`src/rtl/brisc_pkg.sv`:
```
// Shared types and constants for the decode stage.
package brisc_pkg;

    localparam int XLEN    = 32;
    localparam int ILEN    = 32;
    localparam int REG_LEN = 5;

    localparam logic [6:0] OPC_LUI    = 7'b0110111;
    localparam logic [6:0] OPC_AUIPC  = 7'b0010111;
    localparam logic [6:0] OPC_JAL    = 7'b1101111;
    localparam logic [6:0] OPC_JALR   = 7'b1100111;
    localparam logic [6:0] OPC_BRANCH = 7'b1100011;
    localparam logic [6:0] OPC_LOAD   = 7'b0000011;
    localparam logic [6:0] OPC_STORE  = 7'b0100011;
    localparam logic [6:0] OPC_OPIMM  = 7'b0010011;
    localparam logic [6:0] OPC_OP     = 7'b0110011;

    typedef enum logic [2:0] {
        ITYPE_R = 3'd0,
        ITYPE_I = 3'd1,
        ITYPE_S = 3'd2,
        ITYPE_B = 3'd3,
        ITYPE_U = 3'd4,
        ITYPE_J = 3'd5
    } itype_e;

    typedef struct packed {
        logic [XLEN-1:0]    pc;
        logic [6:0]         opcode;
        logic [2:0]         funct3;
        logic [6:0]         funct7;
        logic [REG_LEN-1:0] rs1;
        logic [REG_LEN-1:0] rs2;
        logic [REG_LEN-1:0] rd;
        logic [XLEN-1:0]    imm;
        itype_e             itype;
        logic               rs1_used;
        logic               rs2_used;
        logic               rd_we;
        logic               illegal;
    } decoded_t;

endpackage

```
`src/rtl/decode_imm.sv`:
```
// Immediate generator: assembles the sign-extended immediate for a format.
module decode_imm
    import brisc_pkg::*;
(
    input  logic [ILEN-1:0] instr,
    input  itype_e          itype,
    output logic [XLEN-1:0] imm
);

    // The opcode bits never contribute to an immediate.
    logic unused_opcode;
    assign unused_opcode = ^instr[6:0];

    // Bit scatter per format; sign always comes from instr[31].
    always_comb begin
        imm = '0;
        case (itype)
            ITYPE_I: imm = {{20{instr[31]}}, instr[31:20]};
            ITYPE_S: imm = {{20{instr[31]}}, instr[31:25], instr[11:7]};
            ITYPE_B: imm = {{19{instr[31]}}, instr[31], instr[7], instr[30:25], instr[11:8], 1'b0};
            ITYPE_U: imm = {instr[31:12], 12'b0};
            ITYPE_J: imm = {{11{instr[31]}}, instr[31], instr[19:12], instr[20], instr[30:21], 1'b0};
            default: imm = '0;
        endcase
    end

endmodule

```
`src/rtl/decode_stage.sv`:
```
// Registered decode stage with valid/ready handshake and flush.
// Optional skid entry enabled by defining DECODE_STAGE_SKID_EN; this makes
// in_ready a registered "skid empty" flag while keeping full throughput.
module decode_stage
    import brisc_pkg::*;
(
    input  logic               clk,
    input  logic               rst_n,
    input  logic               flush,
    input  logic               in_valid,
    output logic               in_ready,
    input  logic [ILEN-1:0]    in_instr,
    input  logic [XLEN-1:0]    in_pc,
    output logic               out_valid,
    input  logic               out_ready,
    output logic [XLEN-1:0]    out_pc,
    output logic [6:0]         out_opcode,
    output logic [2:0]         out_funct3,
    output logic [6:0]         out_funct7,
    output logic [REG_LEN-1:0] out_rs1,
    output logic [REG_LEN-1:0] out_rs2,
    output logic [REG_LEN-1:0] out_rd,
    output logic [XLEN-1:0]    out_imm,
    output itype_e             out_itype,
    output logic               out_rs1_used,
    output logic               out_rs2_used,
    output logic               out_rd_we,
    output logic               out_illegal
);

    itype_e          itype_c;
    logic            legal_c;
    logic [XLEN-1:0] imm_c;
    decoded_t        dec;
    decoded_t        out_q;
    logic            out_valid_q;
    logic            accept;
    logic            consume;

    // Format and legality from the opcode; illegal words decode as R with no side effects.
    always_comb begin
        itype_c = ITYPE_R;
        legal_c = 1'b1;
        case (in_instr[6:0])
            OPC_LUI, OPC_AUIPC:  itype_c = ITYPE_U;
            OPC_JAL:             itype_c = ITYPE_J;
            OPC_JALR: begin
                itype_c = ITYPE_I;
                legal_c = (in_instr[14:12] == 3'b000);
            end
            OPC_LOAD, OPC_OPIMM: itype_c = ITYPE_I;
            OPC_STORE:           itype_c = ITYPE_S;
            OPC_BRANCH:          itype_c = ITYPE_B;
            OPC_OP: begin
                itype_c = ITYPE_R;
                legal_c = (in_instr[31:25] == 7'h00) ||
                          ((in_instr[31:25] == 7'h20) &&
                           ((in_instr[14:12] == 3'b000) || (in_instr[14:12] == 3'b101)));
            end
            default: legal_c = 1'b0;
        endcase
        if (!legal_c) begin
            itype_c = ITYPE_R;
        end
    end

    decode_imm u_imm (
        .instr (in_instr),
        .itype (itype_c),
        .imm   (imm_c)
    );

    // Assemble the payload; register fields are zeroed whenever their use flag is clear.
    always_comb begin
        dec          = '0;
        dec.pc       = in_pc;
        dec.opcode   = in_instr[6:0];
        dec.funct3   = in_instr[14:12];
        dec.funct7   = in_instr[31:25];
        dec.itype    = itype_c;
        dec.illegal  = !legal_c;
        dec.imm      = legal_c ? imm_c : '0;
        dec.rs1_used = legal_c && (itype_c inside {ITYPE_R, ITYPE_I, ITYPE_S, ITYPE_B});
        dec.rs2_used = legal_c && (itype_c inside {ITYPE_R, ITYPE_S, ITYPE_B});
        dec.rd_we    = legal_c && (itype_c inside {ITYPE_R, ITYPE_I, ITYPE_U, ITYPE_J}) &&
                       (in_instr[11:7] != 5'd0);
        dec.rs1      = dec.rs1_used ? in_instr[19:15] : '0;
        dec.rs2      = dec.rs2_used ? in_instr[24:20] : '0;
        dec.rd       = dec.rd_we    ? in_instr[11:7]  : '0;
    end

    assign consume = out_valid_q && out_ready;
    assign accept  = in_valid && in_ready && !flush;

`ifdef DECODE_STAGE_SKID_EN
    decoded_t skid_q;
    logic     skid_valid_q;
    logic     in_ready_q;

    assign in_ready = in_ready_q;

    // Output register plus skid entry; skid only fills while the output is stalled.
    always_ff @(posedge clk) begin
        if (!rst_n) begin
            out_q        <= '0;
            out_valid_q  <= 1'b0;
            skid_q       <= '0;
            skid_valid_q <= 1'b0;
            in_ready_q   <= 1'b1;
        end else if (flush) begin
            out_valid_q  <= 1'b0;
            skid_valid_q <= 1'b0;
            in_ready_q   <= 1'b1;
        end else if (!out_valid_q || consume) begin
            // in_ready is low while skid is full, so accept and skid_valid never coincide.
            if (skid_valid_q) begin
                out_q        <= skid_q;
                out_valid_q  <= 1'b1;
                skid_valid_q <= 1'b0;
                in_ready_q   <= 1'b1;
            end else if (accept) begin
                out_q       <= dec;
                out_valid_q <= 1'b1;
            end else begin
                out_valid_q <= 1'b0;
            end
        end else if (accept) begin
            skid_q       <= dec;
            skid_valid_q <= 1'b1;
            in_ready_q   <= 1'b0;
        end
    end
`else
    assign in_ready = !out_valid_q || out_ready;

    // Single output register; a consume and an accept in one cycle swap entries with no bubble.
    always_ff @(posedge clk) begin
        if (!rst_n) begin
            out_q       <= '0;
            out_valid_q <= 1'b0;
        end else if (flush) begin
            out_valid_q <= 1'b0;
        end else if (accept) begin
            out_q       <= dec;
            out_valid_q <= 1'b1;
        end else if (consume) begin
            out_valid_q <= 1'b0;
        end
    end
`endif

    assign out_valid    = out_valid_q;
    assign out_pc       = out_q.pc;
    assign out_opcode   = out_q.opcode;
    assign out_funct3   = out_q.funct3;
    assign out_funct7   = out_q.funct7;
    assign out_rs1      = out_q.rs1;
    assign out_rs2      = out_q.rs2;
    assign out_rd       = out_q.rd;
    assign out_imm      = out_q.imm;
    assign out_itype    = out_q.itype;
    assign out_rs1_used = out_q.rs1_used;
    assign out_rs2_used = out_q.rs2_used;
    assign out_rd_we    = out_q.rd_we;
    assign out_illegal  = out_q.illegal;

endmodule

```
`config.mk`:
```
export PLATFORM = sky130hd
export DESIGN_NAME = decode_stage
export DESIGN_NICKNAME = d
export VERILOG_FILES = /design/src/rtl/brisc_pkg.sv /design/src/rtl/decode_imm.sv /design/src/rtl/decode_stage.sv
export SDC_FILE = /design/constraint.sdc
export NUM_CORES = 1
export LEC_CHECK = 0
export ABC_AREA = 1
export BUFFER_PORTS_ARGS = -buffer_cell sky130_fd_sc_hd__buf_2
export CORE_MARGIN = 3
export CORE_UTILIZATION = 48
export CTS_CLUSTER_SIZE = 12
export DETAILED_ROUTE_END_ITERATION = 10
export GPL_TIMING_DRIVEN = 0
export MAX_ROUTING_LAYER = met4
export PLACE_DENSITY = 0.8
export SLEW_MARGIN = 20
export SYNTH_ARGS = -nofsm -noshare
export SYNTH_HDL_FRONTEND = slang
export SYNTH_SLANG_ARGS = --single-unit
export TNS_END_PERCENT = 1
```
`constraint.sdc`:
```
create_clock -name clk -period 1.95 [get_ports clk]
set_input_delay 0 -clock clk [delete_from_list [all_inputs] [get_ports clk]]
set_output_delay 0 -clock clk [all_outputs]
set_load 0.05 [all_outputs]
```
# Word level (Yosys, flattened, before mapping)
# Index checks and enable logic that the tools add are counted.
[classes]
eq_ne = 16
reduce_logical = 27
mux = 10
n_bitwise = 2
[op_table]
columns = ["operator", "count"]
rows = [
  ["32-bit one-hot mux with 5 select lines", 1],
  ["32-bit two-way mux", 1],
  ["7-bit by 6-bit == test with 1-bit output, second input constant", 4],
  ["7-bit == test, second input constant", 3],
  ["5-bit two-way mux", 3],
  ["3-bit one-hot mux with 5 select lines", 1],
  ["7-bit by 5-bit == test with 1-bit output, second input constant", 2],
  ["3-bit == test, second input constant", 3],
  ["1-bit logical AND", 8],
  ["4-bit nonzero test", 2],
  ["7-bit by 2-bit == test with 1-bit output, second input constant", 1],
  ["7-bit zero test", 1],
  ["7-bit OR reduction", 1],
  ["3-bit by 2-bit == test with 1-bit output, second input constant", 2],
  ["3-bit zero test", 2],
  ["5-bit nonzero test", 1],
  ["2-bit OR reduction", 2],
  ["3-bit by 1-bit == test with 1-bit output, second input constant", 1],
  ["1-bit zero test", 3],
  ["1-bit logical OR", 3],
  ["3-bit two-way mux", 1],
  ["1-bit one-hot mux with 3 select lines", 1],
  ["3-bit nonzero test", 1],
  ["3-bit OR reduction", 1],
  ["other kinds (4)", 6],
]
[word_totals]
out_inout_bits = 105
register_bits = 104
wordCells = 69
in_bits = 69

# Depth between registers and ports, before layout
[logic_depth]
word_depth = 11
depth_mapped = 15
depth_no_buf = 14

# Hierarchy
# From an unflattened synthesis, not the netlist that was laid out.
[unflattened]
cells_unflattened = 596
hier_area_um2 = 4375.4
[by_module_without_submodules]
columns = ["mod", "area_each_um2", "cells_each", "instances"]
rows = [
  ["decode_stage", 3922.5, 504, 1],
  ["decode_imm", 452.9, 92, 1],
]

# Worst setup path after synthesis
# OpenSTA, ideal clock, no wires.
[synth_timing]
path_kind = "register to register"
start = "register out_valid_q, in the netlist out_valid"
end = "register out_q (netlist bit out_imm[26])"
synth_period_minus_slack_ns = 1.819
setup_ns = 0.068
slack_ns = 0.131
arrival_time_ns = 1.751
n_path_buf = 2
required_time_ns = 1.882
stages_incl_launch_ff = 9
cell_sequence = "dfxtp_1 inv_1 nor2_1 nor3_2 inv_2 buf_2 clkbuf_1 nand2_1 a21oi_2"
[synth_between]
elab_chain_len = 5
[synth_rtl]
columns = ["element", "line", "source"]
rows = [
  ["from (decl)", "decode_stage.sv:36", "logic out_valid_q;"],
  ["from (signal assigned)", "decode_stage.sv:140", "out_valid_q <= 1'b0;"],
  ["from (signal assigned)", "decode_stage.sv:142", "out_valid_q <= 1'b0;"],
  ["from (signal assigned)", "decode_stage.sv:145", "out_valid_q <= 1'b1;"],
  ["1-bit zero test", "decode_stage.sv:134", "assign in_ready = !out_valid_q || out_ready;"],
  ["1-bit logical OR", "decode_stage.sv:134", ""],
  ["1-bit logical AND (2 in series)", "decode_stage.sv:93", "assign accept = in_valid && in_ready && !flush;"],
  ["2-bit AND reduction (no source line)", "--", ""],
  ["to (signal assigned)", "decode_stage.sv:139", "out_q <= '0;"],
  ["to (signal assigned)", "decode_stage.sv:144", "out_q <= dec;"],
  ["to (decl)", "decode_stage.sv:35", "decoded_t out_q;"],
]
# No other way between the ends.
# A chain may end at the register's enable or synchronous reset.

# Worst setup path in the final report
[layout_timing]
start = "register out_valid_q, in the netlist out_valid"
end = "register out_q (netlist bit out_pc[18])"
# The elaborated chain is that of the path after synthesis.

==> impl_results.md <==
- Status: finished clean
- Flop pwr share: 49.1%
- Core area: 8380 sq um
- IO Port Bufs: 172
- LEAKAGE: 2.95 nW
- GRT Total Usage: 28.0%
- I/O pin total: 174
- Comb power frac: 18.4%
- Worst Tran Pin Value: 0.646 ns
- Critical path arrival: 2.08 ns
- Fin Hold WS: 0.00605 ns
- Max Cap Viol: 0
- Placed cell count: 847
- Remaining antenna violation count after routing: 0
- PwrDens: 747 nW/um^2
- Slowest stage delay, CP: 0.34 ns
- Post-DP Area: 5240 sq um
- Post-route insts no fill: 927
- Post-DR vias/cell: 5.10
- NumNets Final: 886
- Total Neg Setup Slack: 0 ns
- Ant. Diodes: 0
- Final Power: 4.57 mW
- Critical path fanouts, max: 10
- WL/cell: 14.9 um
- Number of different library cells in the post-synthesis netlist: 30
- Setup violations, final: 0
- Required time worst endpoint: 2.22 ns
- TritonRoute pass-1 iters: 5
- Crit path max-delay family: buffers and inverters
- Post-Syn Nets: 639
- Layout area overhead: 43.9%
- Internal power: 3.20 mW
- Reg2Reg Depth: 8
- 1st-iter DRT viols: 211
- Crit path launch type: flop
- Sequential element share of the synthesized area: 49.0%
- Synth Cell Area: 4250 sq um
- Pin count of the biggest net entering global routing: 18
- Warnings from Yosys: 0
- Switch Pwr: 1.37 mW
- Hpwl dp: 9.60 mm
- GP Congestion: 0.930
- Largest vdd supply drop: 533 uV
- Stages on the worst setup path: 8
- Most frequent cells in the layout: 176 x buf_2, 128 x nand2_1, 104 x dfxtp_1
- PnR worst setup slack: 0.133 ns
- Postcts setup bufs: 0
- H-tree depth: 3
- CP endpoint kind: flop
- Root Buffer Master: clkbuf_8
- Die span in x: 100 um
- Vias in the first global route: 4692
- Post-route cell area: 6110 sq um
- Mapped Cells: 570
- Num Clock Sinks: 104
- DIE AREA: 10000 sq um
- Crit Path Category: flop to flop
- Slowest cell on the critical path: nor3_4
- Layout cell share with drive strength beyond 1: 27.9%
- Num CTS Buffers: 9
- Most common cell after layout, fill and taps aside: buf_2
- Endpoints failing hold: 0
- Tmin final: 1.82 ns
- Clock share of power: 32.5%
- CTS tree: done
- Crit path buffers/inverters: 4
- CP most frequent cell: nor2_1
- Wirelength, routed: 13.8 mm
- Hold Crit Class: input pin to flop
- Worst slew margin: 56.9%
- Switching share of power: 30.0%
- Number of remaining DRC errors: 0
- Initial antenna violation count: 0
- Crit share post-route: 93.2%
- Final Skew: 0.0104 ns
- Syn Area/Cell: 7.45 sq um
- Critical path, cell by cell: inv_1 > nor2_1 > nor3_4 > inv_2 > buf_2 > clkbuf_2 > nor2_1 > nor2_1
- CTS Buffer Depth: 2
- Rows: 33
- FF+latch count, synth: 104
- First-pass GRT wire length: 21.9 mm
- Worst slack at placement: -0.0458 ns
- Fmax: 550 MHz
- Max Slew Vio Count: 0
- Starting Density: 50.6%
- Gr ovfl total: 0
- Hold path depth: 3
- Vias post-DR: 4726
- RSZ-0062 raised after global routing: true
- Final core utilization: 72.9%
- Skew-Pair Late Insertion Delay: 0.37 ns
- Clk slew on worst S/H paths: 0.10 ns
- Die height: 100 um
==> power groups by stage <==
stage / Sequential (mW) / Combinational, mW / Clock, mW
final: 2.24 / 0.841 / 1.48
after floorplan: 2.56 / 0.210 / 0
after global routing: 2.25 / 0.896 / 1.58
after detailed placement: 2.29 / 0.726 / 0
after global placement: 2.28 / 0.717 / 0
after CTS: 2.24 / 0.826 / 1.49
==> sequential cells by signal, indices dropped and copies added (netlist names), 3 cells and up <==
signal,flops
out_funct7,7
out_funct3,3
out_itype,3
out_imm,32
out_rd,5
out_rs2,5
out_opcode,7
out_rs1,5
out_pc,32
==> metal layers <==
layer / GRT usage [%] / wire (um) / vias to the layer above
li1: - / - / 2334
met1: 33.5 / 5570 / 2140
met5: - / 0 / -
met3: 6.46 / 1280 / 29
met2: 46.7 / 6620 / 223
met4: 9.33 / 314 / 0
==> synthesized netlist by cell type, drive strengths merged <==
master	instances	area share [%]
nand3	21	3.2
a211oi	1	0.18
a31oi	1	0.15
o21a	1	0.18
o211ai	1	0.18
nor2	93	9.5
inv	33	2.9
dfxtp	104	49
nand4	2	0.44
nand2	135	13
o221ai	1	0.21
o21ai	65	7.7
buf	9	1.1
clkbuf	24	2.1
nor3	4	0.59
a21oi	65	8.1
o21bai	10	1.8
==> worst min-delay path: cells and delay by family <==
family                 cells  cell delay [ns]
buffers and inverters      2             0.26
AO/OA/AOI/OAI              1             0.07
==> path summary, 6_finish.rpt <==
| check | startpoint | to | slack (ns) |
|---|---|---|---|
| worst min register to register | out_imm[10] | out_imm[10] | 0.47 |
| worst max register to register | out_valid | out_pc[18] | 0.13 |
| worst min-delay path | in_instr[3] | out_opcode[3] | 0.006 |
| worst max-delay path | out_valid | out_pc[18] | 0.13 |
==> timing repair <==
action / in CTS / in global routing
hold buffers: 64 / 0
endpoints found under the setup margin: 10 / 41
endpoints found under the hold margin: 70 / 0
gates resized for setup: 1 / 6
==> logic make-up (layout without fill, tap and decap cells) <==
kind of cell	count (synthesis)	in the layout	synth area share [%]
AOI/OAI and AO/OA	145	145	18.4
DFF	104	104	49.0
and+or+nand+nor	255	255	26.4
buffers and inverters	66	318	6.13
==> final cells by class <==
| type | instances | area, sq um |
|---|---|---|
| Sequential cell | 104 | 2080 |
| Inverter | 33 | 124 |
| Clock inverter | 6 | 92.6 |
| Clock buffer | 10 | 128 |
| Tap cell | 105 | 131 |
| Fill cell | 678 | 2270 |
| Multi-Input combinational cell | 400 | 1910 |
| Buffer | 33 | 143 |
| Timing Repair Buffer | 236 | 1500 |
(Power assumes the default switching activity.)
